## src/rtl/fsm_send_logic.sv

```systemverilog
// fsm_send_logic: snapshots a filled window buffer when the fill FSM asks,
// then streams it word by word to the median core over valid/ready.
// Also counts completed windows and flags requests that arrive while busy.
module fsm_send_logic #(
  parameter int DATA_W = 8,
  parameter int WORDS  = 9,
  parameter int IDX_W  = 4,
  parameter int CNT_W  = 16
) (
  input  logic                    clk,
  input  logic                    rst_n,
  input  logic                    up_next,
  input  logic [DATA_W*WORDS-1:0] tmp_data,
  output logic [DATA_W-1:0]       out_data,
  output logic                    out_valid,
  input  logic                    out_ready,
  output logic                    out_last,
  output logic                    sending,
  output logic                    send_done,
  output logic [CNT_W-1:0]        win_cnt,
  output logic                    ovr_err
);

  typedef enum logic [1:0] {
    IDLE = 2'b00,
    SEND = 2'b01,
    DONE = 2'b10
  } state_t;

  localparam logic [IDX_W-1:0] LAST_IDX = IDX_W'(WORDS - 1);

  state_t            state, state_nxt;
  logic [IDX_W-1:0]  idx, idx_nxt;
  logic              load;
  logic [DATA_W-1:0] shadow [WORDS];

  // State, word index, window counter and sticky overrun flag.
  always_ff @(posedge clk) begin
    if (!rst_n) begin
      state   <= IDLE;
      idx     <= '0;
      win_cnt <= '0;
      ovr_err <= 1'b0;
    end else begin
      state <= state_nxt;
      idx   <= idx_nxt;
      if (state == DONE)
        win_cnt <= win_cnt + 1'b1;
      if (up_next && (state != IDLE))
        ovr_err <= 1'b1;
    end
  end

  // Shadow copy of the window; deliberately has no reset value.
  always_ff @(posedge clk) begin
    if (rst_n && load) begin
      for (int unsigned i = 0; i < WORDS; i++)
        shadow[i] <= tmp_data[i*DATA_W +: DATA_W];
    end
  end

  // Next-state and index update; unused state code recovers to IDLE.
  always_comb begin
    state_nxt = state;
    idx_nxt   = idx;
    load      = 1'b0;
    case (state)
      IDLE: begin
        if (up_next) begin
          load      = 1'b1;
          idx_nxt   = '0;
          state_nxt = SEND;
        end
      end
      SEND: begin
        if (out_ready) begin
          if (idx == LAST_IDX)
            state_nxt = DONE;
          else
            idx_nxt = idx + 1'b1;
        end
      end
      DONE: begin
        state_nxt = IDLE;
      end
      default: begin
        state_nxt = IDLE;
      end
    endcase
  end

  // Output decode from registered state only, so out_ready never reaches out_valid.
  always_comb begin
    out_data  = '0;
    out_valid = 1'b0;
    out_last  = 1'b0;
    send_done = 1'b0;
    sending   = (state != IDLE);
    case (state)
      SEND: begin
        out_valid = 1'b1;
        out_data  = shadow[idx];
        out_last  = (idx == LAST_IDX);
      end
      DONE: begin
        send_done = 1'b1;
      end
      default: begin
      end
    endcase
  end

endmodule

```

## config.mk

```make
export PLATFORM = sky130hd
export DESIGN_NAME = fsm_send_logic
export DESIGN_NICKNAME = d
export VERILOG_FILES = /design/src/rtl/fsm_send_logic.sv
export SDC_FILE = /design/constraint.sdc
export NUM_CORES = 1
export LEC_CHECK = 0
export ABC_AREA = 0
export CORE_AREA = 10 10 105 107
export DETAILED_ROUTE_END_ITERATION = 8
export DIE_AREA = 0 0 115 117
export HOLD_SLACK_MARGIN = 0.03
export PLACE_DENSITY = 0.8
export SLEW_MARGIN = 20
export SYNTH_ARGS = -nofsm -noshare
export SYNTH_HDL_FRONTEND = slang
export SYNTH_SLANG_ARGS = --single-unit
```

## constraint.sdc

```tcl
create_clock -name clk -period 3.3 [get_ports clk]
set_input_delay 0.33 -clock clk [delete_from_list [all_inputs] [get_ports clk]]
set_output_delay 0.33 -clock clk [all_outputs]
set_load 0.005 [all_outputs]
```

==> out/metrics.yaml, run 1 <==
status: "complete, no violations"
syn-cell-area_mm2: 0.00390
layout_common_cells: "104 x clkdlybuf4s50_1, 72 x edfxtp_1, 27 x dfxtp_1"
path_clk_slew_ns: 0.10
relSlewSlack: 0.489
boundaryPins: 105
dieArea_mm2: 0.0135
async_flop_share: 0
clock_skew_ns: 0.00700
hold_depth: 2
crit_arrival_ns: 2.45
synth-edff-count: 72
critPathBufInv: 2
grt_max_degree: 29
worst_slew_pin_slew_ns: 0.766
gp_congestion: 0.805
power_density_mw_per_mm2: 454
finalPower_mw: 2.40
grt_pass1_wl_um: 13900
netlist_instances: 256
place_hpwl_um: 6500
overflow: 0
avgSynthCellArea_um2: 15.2
period_needed_ns: 2.78
cpPeakStageDelay_ns: 0.54
viasPerCell: 5.25
critical_path.max_fanout: 13
worstReg2RegStart: "state[1]"
clk_latency_ns: 0.35
drive_gt1_frac: 0.111
finalSetupViolations: 0
seq_area_frac_synth: 0.693
fin_crit_sh: 0.841
ctsHtreeMaxLevel: 3
dp_slack_ns: 0.832
drcViolationCount: 0
reg2reg_slack_ns: 1.37
drt_wl_total_um: 8700
die_y_um: 117
die_w_um: 115
rsz0062_at_grt: "no"
yosys_register_bits: 99
hold_class: "register to register"
drtPass1Iterations: 4
cts_buffers: 9
critPathSlowestCell: "mux4_2"
yosys_warnings: 0
peakVddDrop_v: 0.000289
routedWlPerCell_um: 18.2
cts_num_sinks: 99
cts_hold_buf: 0
ant_nets: 0
synth_nets: 335
min_from: "win_cnt[15]"
final.fill_count: 717
holdWs_ns: 0.479
nNetsFinal: 442
clock_path_buffers: 2
hold_viol_final: 0
antenna_found_initial: 0
p_leak_nw: 1.73
maxCapViolCount: 0
r2r_cells: 3
ctsResizeCount: 0
cp_cell_sequence: "buf_4 > mux4_2 > o22ai_1 > nor3_1 > clkdlybuf4s50_1"
initial_utilization: 0.432
io_buffers: 104
grt_util_all_layers: 0.132
rows: 35
diodes: 0
critPathLaunchType: "register"
setup.worst_path.end_class: "primary output"
area_delta_synth_final_pct: 35.6
cts-root-buf: "clkbuf_8"
tritoncts: "yes"
critPathTopFamily: "buffers and inverters"
r2r-end: "shadow[8][2]"
dr_total_vias: 2517
core_mm2: 0.00902
drt_iter0_markers: 178
crit_type: "register to primary output"
setup_ws_ns: 0.524
final_common_cell: "clkdlybuf4s50_1"
grt_pass1_vias: 2776
ys.flop_type: "edfxtp_1"
worstHoldEndpoint: "win_cnt[15]"
crit_required_ns: 2.97
ys_types: 38
max_freq_ghz: 0.360
slew_violations: 0
postCtsSetupRepairBufs: 0
fin_tns_setup_ns: 0
[layer usage]
| layer | up-vias | track usage | wire (um) |
|---|---|---|---|
| met3 | 4 | 0.0647 | 1060 |
| met1 | 1209 | 0.157 | 3550 |
| met4 | 0 | 0.0380 | 44 |
| li1 | 1193 | - | - |
| met5 | - | 0 | 0 |
| met2 | 111 | 0.209 | 4060 |
[how the worst max path moves through the flow]
stage	start	end	slack (ns)	cells after the start
6_report	register	out_data[0]	0.52	5
5_1_grt	register	out_data[4]	0.35	5
4_1_cts	register	out_data[2]	0.43	4
3_5_place_dp	register	out_data[2]	0.83	4
3_3_place_gp	register	out_data[2]	0.89	4
2_1_floorplan	state[1]	shadow[0][0]	0.46	2
[cell usage after synthesis (3+ instances only)]
| cell type | count | share of area |
|---|---|---|
| edfxtp_1 | 72 | 0.55 |
| nand3_1 | 3 | 0.0038 |
| nor3_1 | 11 | 0.014 |
| nand4_1 | 4 | 0.0064 |
| mux4_2 | 16 | 0.092 |
| mux2i_1 | 5 | 0.013 |
| dfxtp_1 | 27 | 0.14 |
| ha_1 | 3 | 0.0096 |
| clkbuf_1 | 6 | 0.0058 |
| inv_1 | 8 | 0.0077 |
| o21ai_0 | 3 | 0.0038 |
| xor2_1 | 4 | 0.0090 |
| xnor2_1 | 4 | 0.0090 |
| nand2_1 | 9 | 0.0087 |
| a21oi_1 | 9 | 0.012 |
| nand2b_1 | 4 | 0.0064 |
| or2_2 | 3 | 0.0048 |
| nor2_1 | 19 | 0.018 |
| nor2b_1 | 9 | 0.014 |
| buf_2 | 3 | 0.0038 |
| o22ai_1 | 8 | 0.013 |
[worst register-to-register path, cell delays in order, from the launching register on]
cell and delay, ns:
dfxtp_1 0.35, nor3b_1 0.39, and2_2 0.61, buf_12 0.27
[where the power goes]
part	switching, mW	total [mW]	internal (mW)
logic	0.0733	0.205	0.132
clock network	0.435	0.799	0.364
registers	0.0136	1.40	1.38
total	0.522	2.40	1.88
[cell type report]
| type | count | area [um2] | share of cell area |
|---|---|---|---|
| multi-input cells | 138 | 1120 | 0.212 |
| clock inverters | 7 | 83.8 | 0.0159 |
| clock buffers | 9 | 124 | 0.0234 |
| inverters | 8 | 30.0 | 0.00568 |
| repair buffers | 107 | 1090 | 0.206 |
| flip-flops and latches | 99 | 2700 | 0.511 |
| well taps | 111 | 139 | 0.0263 |
[sequential cells by signal, summed over array words and instances, names as in the netlist, named ones only]
signal and flops:
idx 4, ovr_err 1, win_cnt 16, shadow 72
state 2
[logic make-up after synthesis]
| group | after synthesis | share of synthesized area |
|---|---|---|
| AOI/OAI and AO/OA | 26 | 0.0395 |
| adders and majority gates | 3 | 0.00963 |
| buffers and inverters | 19 | 0.0202 |
| DFF | 99 | 0.693 |
| and+or+nand+nor | 80 | 0.115 |
| xor gates and xnor gates | 8 | 0.0180 |
| muxes | 21 | 0.105 |
[per-stage QoR]
stage	instance area [um2]	util	instances
2_1_floorplan	3900	-	256
3_3_place_gp	5080	0.563	463
3_5_place_dp	5080	0.563	463
4_1_cts	5290	0.586	479
5_1_grt	5290	0.586	479
6_report	5290	0.586	479
(Power assumes the default switching activity.)
==> run 2, diff against run 1 <==
--- a/config.mk
+++ b/config.mk
@@ -6,11 +6,11 @@
 export NUM_CORES = 1
 export LEC_CHECK = 0
 export ABC_AREA = 0
-export CORE_AREA = 10 10 105 107
+export CORE_AREA = 10 10 107 109
 export DETAILED_ROUTE_END_ITERATION = 8
-export DIE_AREA = 0 0 115 117
+export DIE_AREA = 0 0 117 119
 export HOLD_SLACK_MARGIN = 0.03
-export PLACE_DENSITY = 0.8
+export PLACE_DENSITY = 0.81
 export SLEW_MARGIN = 20
 export SYNTH_ARGS = -nofsm -noshare
 export SYNTH_HDL_FRONTEND = slang
==> constraint.sdc (replaced) <==
create_clock -name clk -period 2.3 [get_ports clk]
set_input_delay 0.23 -clock clk [delete_from_list [all_inputs] [get_ports clk]]
set_output_delay 0.23 -clock clk [all_outputs]
set_load 0.005 [all_outputs]
==> run 2 against run 1 <==
  * Global-route usage shrank 0.31 points
  * Via count grew 0.20%
  * Critical endpoint is now out_data[1]
  * Core utilization shrank 2.4 points
==> out/metrics.yaml, run 2 (synthesized netlist as in run 1, its figures left out) <==
crit_required_ns: 2.07  # -0.90 ns
dieArea_mm2: 0.0139  # +3.5%
antenna_found_initial: 0  # unchanged
grt_pass1_vias: 2660  # -4.2%
die_y_um: 119  # +1.7%
drtPass1Iterations: 4  # unchanged
crit_type: "register to primary output"
hold_class: "input port to register"
drive_gt1_frac: 0.131  # +0.0200
status: "complete, no violations"
place_hpwl_um: 6850  # +5.4%
largest_reg_flops: 72  # unchanged
area_delta_synth_final_pct: 36.4
hold_viol_final: 0  # unchanged
clk_latency_ns: 0.37  # +0.02 ns
grt_util_all_layers: 0.129  # -0.00305
path_clk_slew_ns: 0.11  # about the same
initial_utilization: 0.412  # -0.0200
critical_path.max_fanout: 12  # -1
viasPerCell: 5.18  # -1.4%
grt_max_degree: 73  # +150%
final_common_cell: "clkdlybuf4s50_1"
gp_congestion: 0.846  # +5.0%
relSlewSlack: 0.705  # +0.217
layout_common_cells: "96 x clkdlybuf4s50_1, 72 x edfxtp_1, 26 x dfxtp_1"
cts_buffers: 9  # unchanged
min_from: "tmp_data[49]"
grt_pass1_wl_um: 13800  # -0.59%
cts_num_sinks: 99  # unchanged
period_needed_ns: 2.19
postCtsSetupRepairBufs: 0  # unchanged
rsz0062_at_grt: "no"
worstReg2RegStart: "win_cnt[2]"
nNetsFinal: 447  # +1.1%
worst_slew_pin_slew_ns: 0.442  # -0.324 ns
boundaryPins: 105  # unchanged
dp_slack_ns: 0.246  # -0.586 ns
tritoncts: "yes"
routedWlPerCell_um: 18.4  # +1.4%
rows: 36  # +2.9%
clock_skew_ns: 0.0111  # +0.00408 ns
dr_total_vias: 2522  # +0.20%
max_freq_ghz: 0.457
ant_nets: 0  # unchanged
critPathSlowestCell: "mux4_2"
crit_arrival_ns: 1.96  # -0.49 ns
dpl_cell_area_mm2: 0.00512  # +0.84%
die_w_um: 117  # +1.7%
largest-register: "shadow"
finalNonFillerCells: 487  # +1.7%
finalSetupViolations: 0  # unchanged
post-place-cells: 471  # +1.7%
peakVddDrop_v: 0.000365  # +26%
ctsHtreeMaxLevel: 3  # unchanged
slew_violations: 0  # unchanged
p_leak_nw: 1.79  # +3.3%
drt_wl_total_um: 8980  # +3.1%
final_area_mm2: 0.00532  # +0.64%
fin_tns_setup_ns: 0  # unchanged
cp_cell_sequence: "buf_12 > mux4_2 > o22ai_1 > nor3_1 > dlygate4sd2_1"
core_mm2: 0.00946  # +4.9%
setup.worst_path.end_class: "primary output"
cts_hold_buf: 0  # unchanged
overflow: 0  # unchanged
critPathLaunchType: "register"
fin_crit_sh: 0.951
drcViolationCount: 0  # unchanged
io_buffers: 104  # unchanged
cts-root-buf: "clkbuf_8"
power_density_mw_per_mm2: 637  # +40%
drt_iter0_markers: 247  # +39%
finalPower_mw: 3.39  # +41%
maxCapViolCount: 0  # unchanged
reg_top3: "shadow: 72 flops, win_cnt: 16 flops, idx: 4 flops"
setup_ws_ns: 0.112  # -0.412 ns
diodes: 0  # unchanged
clock_path_buffers: 2  # unchanged
cpPeakStageDelay_ns: 0.52  # -0.02 ns
[run 2: final timing paths]
kind / end / slack [ns] / depth (start not counted)
min: shadow[6][1] / 0.40 / 1
min reg2reg: win_cnt[15] / 0.47 / 2
max reg2reg: win_cnt[15] / 0.65 / 4
max: out_data[1] / 0.11 / 5
[run 2: cell type report]
class	instances	area (um2)
Fill cell	777	4140
Sequential cell	99	2700
Multi-Input combinational cell	138	1130
Timing Repair Buffer	112	1120
Tap cell	114	143
Clock buffer	9	124
Clock inverter	7	75.1
Inverter	8	30.0
[run 2: what timing repair did]
item                       4_1_cts  5_1_grt
setup endpoints to repair        8        4
gates resized for setup          9        2
cloned                           0        0
[run 2: critical path: cells and delay by family, from the launching register on]
| kind | cells | cell delay, ns |
|---|---|---|
| DFF | 1 | 0.36 |
| buffers and inverters | 2 | 0.44 |
| muxes | 1 | 0.52 |
| and+or+nand+nor | 1 | 0.09 |
| AOI/OAI and AO/OA | 1 | 0.17 |
[run 2: layer usage]
layer  vias to the layer above  share of wire  routed length, um  global-route usage
met3                        11          0.094                840              0.0547
met4                         0         0.0099                 89              0.0348
met1                      1213           0.38               3370               0.135
met5                         -              0                  0                   0
li1                       1206              -                  -                   -
met2                        92           0.52               4680               0.230
[run 2: stage by stage]
step / hold WS [ns] / utilization
5_1_grt: 0.371 / 0.563
6_report: 0.401 / 0.563
3_5_place_dp: 0.457 / 0.542
4_1_cts: 0.381 / 0.562
2_1_floorplan: 0.329 / -
3_3_place_gp: 0.448 / 0.542
[run 2: where the power goes]
part | total (mW) | leakage [nW] | internal [mW] | switching (mW)
registers | 2.00 | 0.887 | 1.98 | 0.0187
logic | 0.296 | 0.805 | 0.189 | 0.107
clock network | 1.09 | 0.0990 | 0.433 | 0.662
==> run 3, diff against run 2 <==
--- a/config.mk
+++ b/config.mk
@@ -6,6 +6,7 @@
 export NUM_CORES = 1
 export LEC_CHECK = 0
 export ABC_AREA = 0
+export ABC_CLOCK_PERIOD_IN_PS = 2300
 export CORE_AREA = 10 10 107 109
 export DETAILED_ROUTE_END_ITERATION = 8
 export DIE_AREA = 0 0 117 119
==> results of run 3 <==
Same layout as run 2: the final DEF is identical, and so are final timing and power.
